File: config.mk
export PLATFORM = sky130hd
export DESIGN_NAME = muldiv_sequencer
export DESIGN_NICKNAME = d
export VERILOG_FILES = /design/src/rtl/muldiv_pkg.sv /design/src/rtl/muldiv_signfix.sv /design/src/rtl/muldiv_sequencer.sv
export SDC_FILE = /design/constraint.sdc
export NUM_CORES = 1
export LEC_CHECK = 0
export ABC_AREA = 1
export CAP_MARGIN = 20
export CORE_AREA = 3 3 215 374
export CTS_CLUSTER_SIZE = 40
export DETAILED_ROUTE_END_ITERATION = 8
export DIE_AREA = 0 0 218 377
export GPL_TIMING_DRIVEN = 0
export SLEW_MARGIN = 20
export SYNTH_ARGS = -nofsm -noshare
export SYNTH_HDL_FRONTEND = slang
export SYNTH_SLANG_ARGS = --single-unit
File: constraint.sdc
create_clock -name clk -period 2.95 [get_ports clk]
set_input_delay 0.59 -clock clk [delete_from_list [all_inputs] [get_ports clk]]
set_output_delay 0.59 -clock clk [all_outputs]
set_load 0.005 [all_outputs]
File: src/rtl/muldiv_pkg.sv
// Shared types and constants for the iterative multiply/divide unit.
package muldiv_pkg;
   localparam int MULDIV_WIDTH = 32;
   localparam int MULDIV_ITERS = MULDIV_WIDTH;
   localparam logic [MULDIV_WIDTH-1:0] DIV_ZERO_QUOT = '1;

   typedef enum logic [1:0] {IDLE, CALC, FIXUP} muldiv_state_t;
endpackage

File: src/rtl/muldiv_signfix.sv
// Combinational sign handling: absolute values on entry, conditional negation on exit.
// Wide mode negates the full 2*W product; split mode negates HI and LO halves independently.
module muldiv_signfix #(
   parameter int W = 32
) (
   input  logic [W-1:0]   a,
   input  logic [W-1:0]   b,
   input  logic           is_unsigned,
   output logic [W-1:0]   abs_a,
   output logic [W-1:0]   abs_b,
   output logic           neg_a,
   output logic           neg_b,
   input  logic [2*W-1:0] fix_in,
   input  logic           fix_wide,
   input  logic           fix_neg_hi,
   input  logic           fix_neg_lo,
   output logic [2*W-1:0] fix_out
);
   assign neg_a = !is_unsigned && a[W-1];
   assign neg_b = !is_unsigned && b[W-1];
   assign abs_a = neg_a ? -a : a;
   assign abs_b = neg_b ? -b : b;

   always_comb begin
      fix_out = fix_in;
      if (fix_wide) begin
         if (fix_neg_hi) fix_out = -fix_in;
      end else begin
         if (fix_neg_hi) fix_out[2*W-1:W] = -fix_in[2*W-1:W];
         if (fix_neg_lo) fix_out[W-1:0]   = -fix_in[W-1:0];
      end
   end
endmodule

File: src/rtl/muldiv_sequencer.sv
// Iterative MULT/DIV unit owning HI/LO; result WIDTH+2 edges after request.
// Stalls the control path from the request cycle through the last CALC cycle; MTHI/MTLO never stall.
module muldiv_sequencer
   import muldiv_pkg::*;
#(
   parameter int WIDTH = MULDIV_WIDTH
) (
   input  logic             clk,
   input  logic             reset,
   input  logic             exec,
   input  logic             mul,
   input  logic             div,
   input  logic             is_unsigned,
   input  logic             write_hi,
   input  logic             write_lo,
   input  logic [WIDTH-1:0] op_a,
   input  logic [WIDTH-1:0] op_b,
   output logic             stall,
   output logic             busy,
   output logic [WIDTH-1:0] hi,
   output logic [WIDTH-1:0] lo
);
   localparam int CW = $clog2(MULDIV_ITERS);

   muldiv_state_t      state;
   logic [CW-1:0]      cnt;
   logic [2*WIDTH-1:0] acc;
   logic [WIDTH-1:0]   opnd;
   logic [WIDTH-1:0]   orig_a;
   logic               op_mul;
   logic               sgn_diff;
   logic               sgn_dvd;
   logic               div_zero;

   logic               request;
   logic [WIDTH-1:0]   abs_a;
   logic [WIDTH-1:0]   abs_b;
   logic               neg_a;
   logic               neg_b;
   logic [2*WIDTH-1:0] fix_out;
   logic [WIDTH:0]     mul_sum;
   logic [WIDTH:0]     div_diff;

   assign request = exec && (mul || div);
   assign stall   = !reset && ((state == IDLE && request) || state == CALC);

   // Multiply: acc = {partial product, remaining multiplier bits}; add-then-shift-right.
   assign mul_sum  = {1'b0, acc[2*WIDTH-1:WIDTH]} + {1'b0, (acc[0] ? opnd : {WIDTH{1'b0}})};
   // Divide: acc = {remainder, dividend bits still to shift in}; trial subtract of divisor.
   assign div_diff = acc[2*WIDTH-1:WIDTH-1] - {1'b0, opnd};

   muldiv_signfix #(.W(WIDTH)) u_signfix (
      .a          (op_a),
      .b          (op_b),
      .is_unsigned(is_unsigned),
      .abs_a      (abs_a),
      .abs_b      (abs_b),
      .neg_a      (neg_a),
      .neg_b      (neg_b),
      .fix_in     (acc),
      .fix_wide   (op_mul),
      .fix_neg_hi (op_mul ? sgn_diff : sgn_dvd),
      .fix_neg_lo (sgn_diff),
      .fix_out    (fix_out)
   );

   always_ff @(posedge clk) begin
      if (reset) begin
         state    <= IDLE;
         cnt      <= '0;
         acc      <= '0;
         opnd     <= '0;
         orig_a   <= '0;
         op_mul   <= 1'b0;
         sgn_diff <= 1'b0;
         sgn_dvd  <= 1'b0;
         div_zero <= 1'b0;
         busy     <= 1'b0;
         hi       <= '0;
         lo       <= '0;
      end else begin
         case (state)
            IDLE: begin
               if (exec && write_hi) hi <= op_a;
               if (exec && write_lo) lo <= op_a;
               if (request) begin
                  op_mul   <= mul;
                  sgn_diff <= neg_a ^ neg_b;
                  sgn_dvd  <= neg_a;
                  div_zero <= !mul && (op_b == '0);
                  orig_a   <= op_a;
                  opnd     <= mul ? abs_a : abs_b;
                  acc      <= {{WIDTH{1'b0}}, (mul ? abs_b : abs_a)};
                  cnt      <= CW'(MULDIV_ITERS - 1);
                  busy     <= 1'b1;
                  state    <= CALC;
               end
            end
            CALC: begin
               if (op_mul)
                  acc <= {mul_sum, acc[WIDTH-1:1]};
               else if (!div_diff[WIDTH])
                  acc <= {div_diff[WIDTH-1:0], acc[WIDTH-2:0], 1'b1};
               else
                  acc <= {acc[2*WIDTH-2:0], 1'b0};
               cnt <= cnt - CW'(1);
               if (cnt == '0) state <= FIXUP;
            end
            FIXUP: begin
               if (!op_mul && div_zero) begin
                  hi <= orig_a;
                  lo <= DIV_ZERO_QUOT;
               end else begin
                  {hi, lo} <= fix_out;
               end
               busy  <= 1'b0;
               state <= IDLE;
            end
            default: state <= IDLE;
         endcase
      end
   end
endmodule

# Yosys cells after proc, flatten, opt, wreduce, memory -nomap -nowiden

Index checks and enable logic that the tools add are counted.

Input port bits: 72
Logic and storage cells: 80
Register bits: 204

Multiplexer cells: 27
Eq/ne operators: 6
Add/subtract/negate cells: 8
Reductions and logical operators: 26
Bitwise logic cells: 1

Operators with widths:

| operator              | number |
|---|---|
| $mux W32              | 11 |
| $mux W64              | 5 |
| $neg A32 Y32          | 4 |
| $pmux W32 S2          | 2 |
| $pmux W64 S2          | 1 |
| $neg A64 Y64          | 1 |
| $add A32 B32 Y33      | 1 |
| $sub A33 B32 Y33      | 1 |
| $logic_not A32 Y1     | 1 |
| $reduce_and A2 Y1     | 6 |
| $pmux W5 S2           | 1 |
| $logic_and A1 B1 Y1   | 9 |
| $ne A2 B1 Y1 const B  | 3 |
| $logic_not A5 Y1      | 1 |
| $mux W5               | 1 |
| $sub A5 B1 Y5 const B | 1 |
| $logic_not A1 Y1      | 4 |
| $mux W2               | 2 |
| $pmux W2 S2           | 1 |
| $reduce_bool A2 Y1    | 2 |
| $eq A2 B1 Y1 const B  | 1 |
| $eq A2 B2 Y1 const B  | 1 |
| $logic_not A2 Y1      | 1 |
| $logic_or A1 B1 Y1    | 2 |
| other kinds (4)       | 5 |

# Longest topological paths before layout

Gate-level depths: netlist of run 1.

Depth after elaboration: 6
Gate-level depth with buffers: 22
Gate-level depth less buffers: 20

# Cells and area by module

From an unflattened synthesis of run 1, not the netlist that was laid out.

Cells, all modules: 3447
Area, all modules: 19407.4 um^2

By module, submodules not included:

| module           | cells an instance | times used | area an instance (um^2) | seq. area each (um^2) |
|---|---|---|---|---|
| muldiv_sequencer | 2469              | 1          | 14844.2                 | 4083.9 |
| muldiv_signfix   | 978               | 1          | 4563.1                  | 0.0 |

# Worst setup path before layout of run 1

Ideal clock, no wire load.

Path kind: register to register
From: register acc[0]
To: register acc[57]
Setup slack: 251 ps
Path buffers: 2
Stages on the path, launching flop included: 22
Setup time: 134 ps
Data arrival time: 2565 ps
Clock period less this slack: 2699 ps
Required time: 2816 ps
Path through: dfxtp_1 -> buf_2 -> clkbuf_1 -> nand2_1 -> inv_1 -> ha_1 -> inv_1 -> fa_1 -> inv_1 -> nand2_1 -> o21ai_0 -> nand2_1 -> nand2_1 -> nand2_1 -> nand2_1 -> nand2_1 -> nand3_1 -> nand3_1 -> nand2_1 -> inv_1 -> nand2_1 -> a21oi_1

Longest elaborated chain between the ends: 4

Ends and longest elaborated chain:

| item                     | line                    | source |
|---|---|---|
| start: declaration       | muldiv_sequencer.sv:27  | `logic [2*WIDTH-1:0] acc;` |
| start signal: assignment | muldiv_sequencer.sv:93  | `acc <= {{WIDTH{1'b0}}, (mul ? abs_b : abs_a)};` |
| start signal: assignment | muldiv_sequencer.sv:101 | `acc <= {mul_sum, acc[WIDTH-1:1]};` |
| start signal: assignment | muldiv_sequencer.sv:103 | `acc <= {div_diff[WIDTH-1:0], acc[WIDTH-2:0], 1'b1};` |
| $mux W32                 | muldiv_sequencer.sv:48  | `assign mul_sum = {1'b0, acc[2*WIDTH-1:WIDTH]} + {1'b0, (acc[0] ? opnd : {WIDTH{1'b0}})};` |
| $add A32 B32 Y33         | muldiv_sequencer.sv:48  |  |
| $mux W64                 | muldiv_sequencer.sv:100 | `if (op_mul)` |
| $pmux W64 S2             | muldiv_sequencer.sv:82  | `case (state)` |

Every way passes these cells.
A chain may end at the register's enable or synchronous reset.

# Worst setup path in the final report of run 1

From: register acc[51]
To: register acc[51]

Longest elaborated chain between the ends: 4

Ends and longest elaborated chain:

| item             | line                    | source |
|---|---|---|
| $sub A33 B32 Y33 | muldiv_sequencer.sv:50  | `assign div_diff = acc[2*WIDTH-1:WIDTH-1] - {1'b0, opnd};` |
| $mux W64         | muldiv_sequencer.sv:102 | `else if (!div_diff[WIDTH])` |
| $mux W64 (*)     | muldiv_sequencer.sv:100 |  |
| $pmux W64 S2 (*) | muldiv_sequencer.sv:82  |  |

Every way passes the cells marked *; elsewhere a longest branch is shown, timed or not.

==> results of run 1 <==
==> flip-flops by register name, summed over array words and instances (netlist names) <==
name,cells
hi,32
state,2
sgn_diff,1
lo,32
busy,1
opnd,32
op_mul,1
acc,64
cnt,5
sgn_dvd,1
div_zero,1
orig_a,32
==> per-layer routing <==
layer | vias up | routed length (um)
li1 | 11400 | -
met1 | 11100 | 39800
met2 | 984 | 61800
met3 | 446 | 5200
met4 | 0 | 17400
met5 | - | 0
==> worst paths after layout <==
kind	endpoint	depth (start not counted)	startpoint	slack, ns
max reg2reg	acc[51]	15	acc[51]	0.07
max	acc[51]	15	acc[51]	0.07
min reg2reg	orig_a[28]	2	orig_a[28]	0.47
min	orig_a[28]	2	orig_a[28]	0.47
==> synth_stat cells (22+ instances only) <==
master / instances / area, um2
clkbuf_1: 97 / 364
o21ai_0: 251 / 1260
inv_1: 466 / 1750
a21oi_1: 268 / 1340
nor2_1: 327 / 1230
dfxtp_1: 204 / 4080
buf_2: 25 / 125
nor3_1: 42 / 210
nand2_1: 966 / 3630
o21bai_1: 23 / 173
nand3_1: 264 / 1320
nand4_1: 33 / 206
xor2_1: 64 / 561
a31oi_1: 36 / 225
ha_1: 70 / 876
o211ai_1: 33 / 248
nand2_2: 22 / 138
==> area by class of cell <==
| class | instances | area share |
|---|---|---|
| multi-input cells | 2572 | 0.560 |
| flip-flops and latches | 204 | 0.175 |
| inverters | 481 | 0.0776 |
| repair buffers | 171 | 0.0717 |
| well taps | 1027 | 0.0546 |
| plain buffers | 145 | 0.0289 |
| clock buffers | 28 | 0.0271 |
| clock inverters | 11 | 0.00542 |
==> what timing repair did <==
| action | in CTS | in global routing |
|---|---|---|
| pin swaps | 4 | 17 |
| cloned | 1 | 2 |
| buffers inserted | 7 | 25 |
| gates resized for setup | 66 | 92 |
| endpoints found under the setup margin | 35 | 54 |
==> cells by family after synthesis <==
kind of cell | share of synthesized area
compound gates | 0.192
xor+xnor | 0.0350
fa+ha+maj | 0.0475
buf+inv | 0.126
flops | 0.212
simple gates | 0.388
==> worst reg2reg max path, delay by kind of cell, from the launching register on <==
kind	cells	cell delay [ns]
compound gates	2	0.34
fa+ha+maj	1	0.41
buf+inv	2	0.30
flops	1	0.74
simple gates	10	0.99
==> stage by stage <==
| stage | hold WS [ns] | area [um2] |
|---|---|---|
| 6_report | 0.470 | 23500 |
| 5_1_grt | 0.497 | 23500 |
| 4_1_cts | 0.471 | 23000 |
| 3_5_place_dp | 0.459 | 21900 |
| 3_3_place_gp | 0.452 | 21900 |
| 2_1_floorplan | 0.436 | 19300 |
==> where the power goes <==
part / internal (mW) / total, mW / switching (mW) / leakage (nW)
registers: 3.14 / 4.00 / 0.859 / 1.69
logic: 4.94 / 14.6 / 9.71 / 9.05
clock network: 1.72 / 3.17 / 1.45 / 0.365
total: 9.80 / 21.8 / 12.0 / 11.1
==> cells in the final DEF (no fill, tap or decap), drive strengths merged, types with 2 or more instances in the layout <==
cell | Yosys | routed
a21boi | 2 | 2
a211oi | 2 | 2
nand3 | 276 | 276
a32o | 2 | 2
or3 | 2 | 2
o21a | 3 | 3
a21oi | 272 | 272
and2 | 3 | 3
o22ai | 5 | 5
a22o | 8 | 8
nand2 | 995 | 995
ha | 70 | 70
buf | 47 | 82
nor4 | 10 | 10
clkinv | 0 | 5
or2 | 18 | 18
nor2 | 345 | 345
clkinvlp | 0 | 7
a21o | 5 | 5
nand4 | 34 | 34
a31oi | 36 | 36
o31ai | 4 | 4
inv | 481 | 478
nor3 | 45 | 45
and3 | 2 | 2
o21ai | 269 | 269
o221ai | 5 | 5
bufinv | 0 | 2
xnor2 | 13 | 13
clkdlybuf4s50 | 0 | 133
o211ai | 33 | 33
fa | 2 | 2
nand3b | 19 | 19
xor2 | 64 | 64
clkbuf | 98 | 127
o21bai | 23 | 23
dfxtp | 204 | 204
==> load_flow_metrics.sql, run 1 <==
INSERT INTO impl_metrics (metric_group, metric, value, unit) VALUES
('route', 'antenna_violating_nets_post_route', '0', ''),
('grt', 'grt_start_max_net_pins', '14', ''),
('clock_network', 'worstSkewPairLatency', '0.59', 'ns'),
('clock_network', 'max-clock-path-buffers', '3', ''),
('critical_path', 'critical_path.startpoint_type', 'flip-flop', ''),
('floorplanning', 'initial_utilization', '0.248', ''),
('critical_path', 'critical_path.cell_chain', 'ha_1 > nand2_1 > nor2_2 > nand2_1 > nand2_1 > a21oi_4 > nand2_4 > nand2_8 > nand2_8 > buf_12 > buf_4 > nand3_2 > o211ai_1 > nand3_1 > nand2_1', ''),
('clock_network', 'clkSinkCount', '204', ''),
('route', 'remaining_drc_errors', '0', ''),
('floorplanning', 'core.rowCount', '135', ''),
('route', 'detailroute.via_count', '24000', ''),
('cells_and_area', 'layout.area.seq', '0.00412', 'mm2'),
('floorplanning', 'die_h', '377', 'um'),
('synth', 'ys_dominant_reg_cell', 'dfxtp_1', ''),
('synth', 'syn-cell-area', '0.0193', 'mm2'),
('power_and_ir_drop', 'static_leakage', '11.1', 'nW'),
('power_and_ir_drop', 'finalPower', '21.8', 'mW'),
('power_and_ir_drop', 'power-per-cell-area', '927', 'mW/mm2'),
('clock_network', 'ctsHtreeMaxLevel', '1', ''),
('grt', 'groute.layer.met3.usage', '0.0281', ''),
('placed_design', 'pre_cts_ws', '-0.870', 'ns'),
('clock_network', 'cts-buffers-inserted', '24', ''),
('synth', 'synth_area_per_cell', '5.67', 'um2'),
('timing', 'worst-slew-pin-transition', '1.15', 'ns'),
('cells_and_area', 'final_core_util', '0.303', ''),
('synth', 'synth_edf_count', '0', ''),
('timing', 'finalSetupViolations', '0', ''),
('grt', 'grt_first_pass_wirelength', '171000', 'um'),
('critical_path', 'setup.worst_path.end_class', 'flip-flop', ''),
('clock_network', 'clock-root-buffer', 'clkbuf_16', ''),
('cells_and_area', 'layout.filler_cells', '9131', ''),
('timing', 'count_of_final_max_slew_check_failures', '0', ''),
('placed_design', 'place.detailed.hpwl', '105000', 'um'),
('timing', 'final_critical_path_setup_slack', '0.0666', 'ns'),
('timing', 'hold_viol', '0', ''),
('route', 'drtIter0Drc', '1967', ''),
('clock_network', 'clk_transition_reported_paths', '0.07', 'ns'),
('floorplanning', 'design.die.area', '0.0822', 'mm2'),
('route', 'postRouteWirelength', '124000', 'um'),
('timing', 'fin_setup_tns', '0', 'ns'),
('grt', 'globalRouteMet2Util', '0.531', ''),
('cells_and_area', 'finish.cell_count_without_fillers', '4639', ''),
('critical_path', 'critical_path_buf_inv_count', '2', ''),
('timing', 'final.min_clock_period', '2.88', 'ns'),
('timing', 'final.period_utilization', '0.977', ''),
('critical_path', 'critical_path.max_stage_delay', '0.74', 'ns'),
('synth', 'seq_area_frac_synth', '0.212', ''),
('critical_path', 'timing.setup.critical_path_class', 'reg2reg', ''),
('grt', 'top_usage_layer', 'met2', ''),
('critical_path', 'timing.critical_path.slowest_stage_cell', 'dfxtp_1', ''),
('placed_design', 'dp.cells', '4565', ''),
('floorplanning', 'core-area', '0.0777', 'mm2'),
('power_and_ir_drop', 'ir_drop', '0.000610', 'V'),
('critical_path', 'worstPathMaxFanout', '7', ''),
('status', 'run_status', 'complete, no violations', ''),
('cells_and_area', 'finish.net_count', '3743', ''),
('synth', 'ys_seq_elements', '204', ''),
('cells_and_area', 'antenna-diode-count', '0', ''),
('timing', 'grt_setup_unrepaired', 'yes', ''),
('grt', 'antenna_found_initial', '0', ''),
('grt', 'first_global_vias', '23700', ''),
('clock_network', 'cts_hold_buffers', '0', ''),
('route', 'routed_wire_length_per_instance', '26.8', 'um'),
('placed_design', 'gp_routability_congestion', '1.03', ''),
('synth', 'syn_inst', '3402', ''),
('critical_path', 'critPathTopFamily', 'simple AND/OR/NAND/NOR gates', ''),
('cells_and_area', 'share_of_final_layout_standard_cells_stronger_than_drive_strength_1', '0.0847', ''),
('timing', 'worst_slew_margin_relative_to_its_limit', '0.235', ''),
('placed_design', 'place.port_buffers', '136', ''),
('timing', 'final.setup_skew', '0.0242', 'ns'),
('floorplanning', 'die_x', '218', 'um');
Note: power is estimated with default switching activity, not from simulation.
==> run 2, diff against run 1 <==
--- a/config.mk
+++ b/config.mk
@@ -11,7 +11,7 @@
 export CTS_CLUSTER_SIZE = 40
 export DETAILED_ROUTE_END_ITERATION = 8
 export DIE_AREA = 0 0 218 377
-export GPL_TIMING_DRIVEN = 0
+export GPL_TIMING_DRIVEN = 1
 export SLEW_MARGIN = 20
 export SYNTH_ARGS = -nofsm -noshare
 export SYNTH_HDL_FRONTEND = slang
==> run 2 against run 1 <==
Critical path depth unchanged. Total power down 7.9%. Wire length down 7.3%. Clock skew about the same. Via count up 1.1%. Setup slack better by 0.061 ns. Cell count up 2.2%. Clock power down 6%.
==> load_flow_metrics.sql, run 2 (synthesis gave the netlist of run 1 again) <==
INSERT INTO impl_metrics (metric_group, metric, value, unit) VALUES
('status', 'run_status', 'complete, no violations', ''),
('power_and_ir_drop', 'power.sequential.fraction', '0.185', ''),
('route', 'drtPass1Iterations', '6', ''),
('placed_design', 'place.port_buffers', '137', ''),
('timing', 'grt_setup_unrepaired', 'no', ''),
('power_and_ir_drop', 'static_leakage', '11.9', 'nW'),
('placed_design', 'gp_routability_congestion', '1.07', ''),
('route', 'detailroute.via_count', '24200', ''),
('grt', 'grt_start_max_net_pins', '111', ''),
('timing', 'worst-slew-pin-transition', '1.09', 'ns'),
('power_and_ir_drop', 'power-per-cell-area', '826', 'mW/mm2'),
('critical_path', 'timing.setup.critical_path_class', 'reg2reg', ''),
('timing', 'final.period_utilization', '0.957', ''),
('critical_path', 'arrival', '3.27', 'ns'),
('critical_path', 'critical_path.max_stage_delay', '0.73', 'ns'),
('power_and_ir_drop', 'p_int', '9.23', 'mW'),
('clock_network', 'clock-root-buffer', 'clkbuf_16', ''),
('critical_path', 'setup.worst_path.end_class', 'flip-flop', ''),
('floorplanning', 'core-area', '0.0777', 'mm2'),
('floorplanning', 'initial_utilization', '0.248', ''),
('grt', 'grtUsageTotal', '0.274', ''),
('clock_network', 'cts-buffers-inserted', '23', ''),
('cells_and_area', 'finish.cell_count_without_fillers', '4742', ''),
('timing', 'count_of_final_max_slew_check_failures', '0', ''),
('power_and_ir_drop', 'combinationalPowerShare', '0.667', ''),
('critical_path', 'worstPathMaxFanout', '9', ''),
('clock_network', 'clkSinkCount', '204', ''),
('power_and_ir_drop', 'finalPower', '20.1', 'mW'),
('timing', 'fmax', '354', 'MHz'),
('clock_network', 'clk_transition_reported_paths', '0.06', 'ns'),
('critical_path', 'critical_path.startpoint_type', 'flip-flop', ''),
('floorplanning', 'design.die.area', '0.0822', 'mm2'),
('critical_path', 'reg2reg_slack', '0.13', 'ns'),
('timing', 'final.min_clock_period', '2.82', 'ns'),
('route', 'vias_per_cell', '5.11', ''),
('route', 'postRouteWirelength', '115000', 'um'),
('timing', 'final_critical_path_setup_slack', '0.128', 'ns'),
('critical_path', 'critPathTopFamily', 'simple AND/OR/NAND/NOR gates', ''),
('cells_and_area', 'finish.net_count', '3844', ''),
('clock_network', 'worstSkewPairLatency', '0.60', 'ns'),
('hold_path', 'worstHoldPathType', 'in2reg', ''),
('critical_path', 'critPathMostFrequentCell', 'nand3_1', ''),
('flow_run', 'max-cap-violations', '0', ''),
('cells_and_area', 'most_common_library_cell_in_the_layout_ignoring_fill_and_taps', 'nand2_1', ''),
('cells_and_area', 'max_flop_register', 'acc', ''),
('timing', 'worst_slew_margin_relative_to_its_limit', '0.265', ''),
('cells_and_area', 'final_core_util', '0.313', ''),
('timing', 'hold_viol', '0', ''),
('route', 'remaining_drc_errors', '0', ''),
('placed_design', 'place.detailed.hpwl', '93500', 'um'),
('cells_and_area', 'mostFrequentLayoutCells', 'nand2_1, inv_1, nor2_1', ''),
('timing', 'final.setup_skew', '0.0239', 'ns'),
('clock_network', 'max-clock-path-buffers', '3', ''),
('floorplanning', 'die_x', '218', 'um'),
('critical_path', 'critical_path_buf_inv_count', '3', ''),
('route', 'drtIter0Drc', '1801', ''),
('clock_network', 'cts_tree', 'done', ''),
('timing', 'fin_setup_tns', '0', 'ns'),
('placed_design', 'dp.cells', '4700', ''),
('power_and_ir_drop', 'pwr-share-clk', '0.149', ''),
('grt', 'antenna_found_initial', '2', ''),
('power_and_ir_drop', 'netSwitchingPower', '10.9', 'mW'),
('floorplanning', 'die_h', '377', 'um'),
('power_and_ir_drop', 'power.share.switching', '0.541', ''),
('cells_and_area', 'final_cell_area', '0.0243', 'mm2'),
('grt', 'grt_first_pass_wirelength', '162000', 'um'),
('cells_and_area', 'number_of_flip_flops_in_the_largest_register', '64', ''),
('floorplanning', 'floorplan.io_pins', '138', ''),
('critical_path', 'cp.required', '3.40', 'ns'),
('route', 'antenna_violating_nets_post_route', '0', ''),
('floorplanning', 'core.rowCount', '135', ''),
('critical_path', 'timing.critical_path.slowest_stage_cell', 'dfxtp_1', ''),
('power_and_ir_drop', 'ir_drop', '0.000534', 'V'),
('cells_and_area', 'syn2layout_area_growth', '26.2', '%'),
('grt', 'first_global_vias', '23900', ''),
('cells_and_area', 'share_of_final_layout_standard_cells_stronger_than_drive_strength_1', '0.118', ''),
('placed_design', 'placedInstanceArea', '0.0236', 'mm2'),
('clock_network', 'ctsHtreeMaxLevel', '1', ''),
('grt', 'globalRouteOverflowTotal', '0', ''),
('route', 'routed_wire_length_per_instance', '24.3', 'um'),
('critical_path', 'critical_path.cell_chain', 'ha_1 > nand2_1 > inv_2 > nand2_1 > nor3_2 > nand2_2 > nand2_4 > nand2_4 > nand3_4 > buf_4 > buf_12 > nand3_1 > nand3_1 > nand3_1 > a21oi_1', ''),
('placed_design', 'pre_cts_ws', '-0.0771', 'ns'),
('timing', 'finalSetupViolations', '0', ''),
('timing', 'hold_ws', '0.451', 'ns');
-- run 2: cell count changes in the layout (fill, tap and decap cells not counted), moves of 6 or more --
cell | previous run | this run
buf_4 | 33 | 269
clkbuf_1 | 95 | 6
buf_2 | 24 | 1
dfxtp_1 | 178 | 199
dfxtp_2 | 25 | 5
nand2_1 | 941 | 960
buf_1 | 16 | 0
nand2_2 | 43 | 28
nand3_1 | 245 | 260
nand3_4 | 12 | 2
buf_12 | 4 | 12
clkinvlp_4 | 7 | 1
-- run 2: tightest hold or removal path: cells and delay by family --
family | cells | cell delay (ns)
buf+inv | 2 | 0.26
compound gates | 1 | 0.09
simple gates | 1 | 0.06
-- run 2: final timing paths --
kind | startpoint | end | depth (start not counted)
setup reg to reg | acc[39] | acc[47] | 15
hold / removal | reset | state[0] | 4
hold reg to reg | orig_a[22] | orig_a[22] | 2
setup / recovery | acc[39] | acc[47] | 15
-- run 2: final cells by class --
class / count / area (um2)
diodes: 2 / 5.00
clock inverters: 6 / 65.1
clock buffers: 32 / 639
multi-input cells: 2573 / 12800
inverters: 481 / 1810
well taps: 1027 / 1280
flip-flops and latches: 204 / 4090
repair buffers: 417 / 3620
fillers: 9012 / 53400
-- run 2: layer usage --
metal  track usage  vias up  wire [um]
met4         0.322        2      17500
li1              -    11600          -
met3        0.0371      501       5230
met2         0.494     1054      57200
met1         0.241    11100      35200
met5             0        -         20
-- run 2: what timing repair did --
action | in CTS | in global routing
gates resized for setup | 1 | 19
hold buffers | 0 | 0
cloned | 0 | 1
pin swaps | 0 | 2
setup endpoints to repair | 1 | 22
setup buffers | 0 | 1
-- run 2: power groups by stage --
| stage | Clock, mW | Sequential, mW | Combinational [mW] |
|---|---|---|---|
| floorplan | 0 | 3.49 | 7.82 |
| global placement | 0 | 3.73 | 12.9 |
| detailed placement | 0 | 3.73 | 12.9 |
| CTS | 2.98 | 3.67 | 13.0 |
| global route | 3.07 | 3.71 | 14.5 |
| finish | 2.99 | 3.71 | 13.4 |
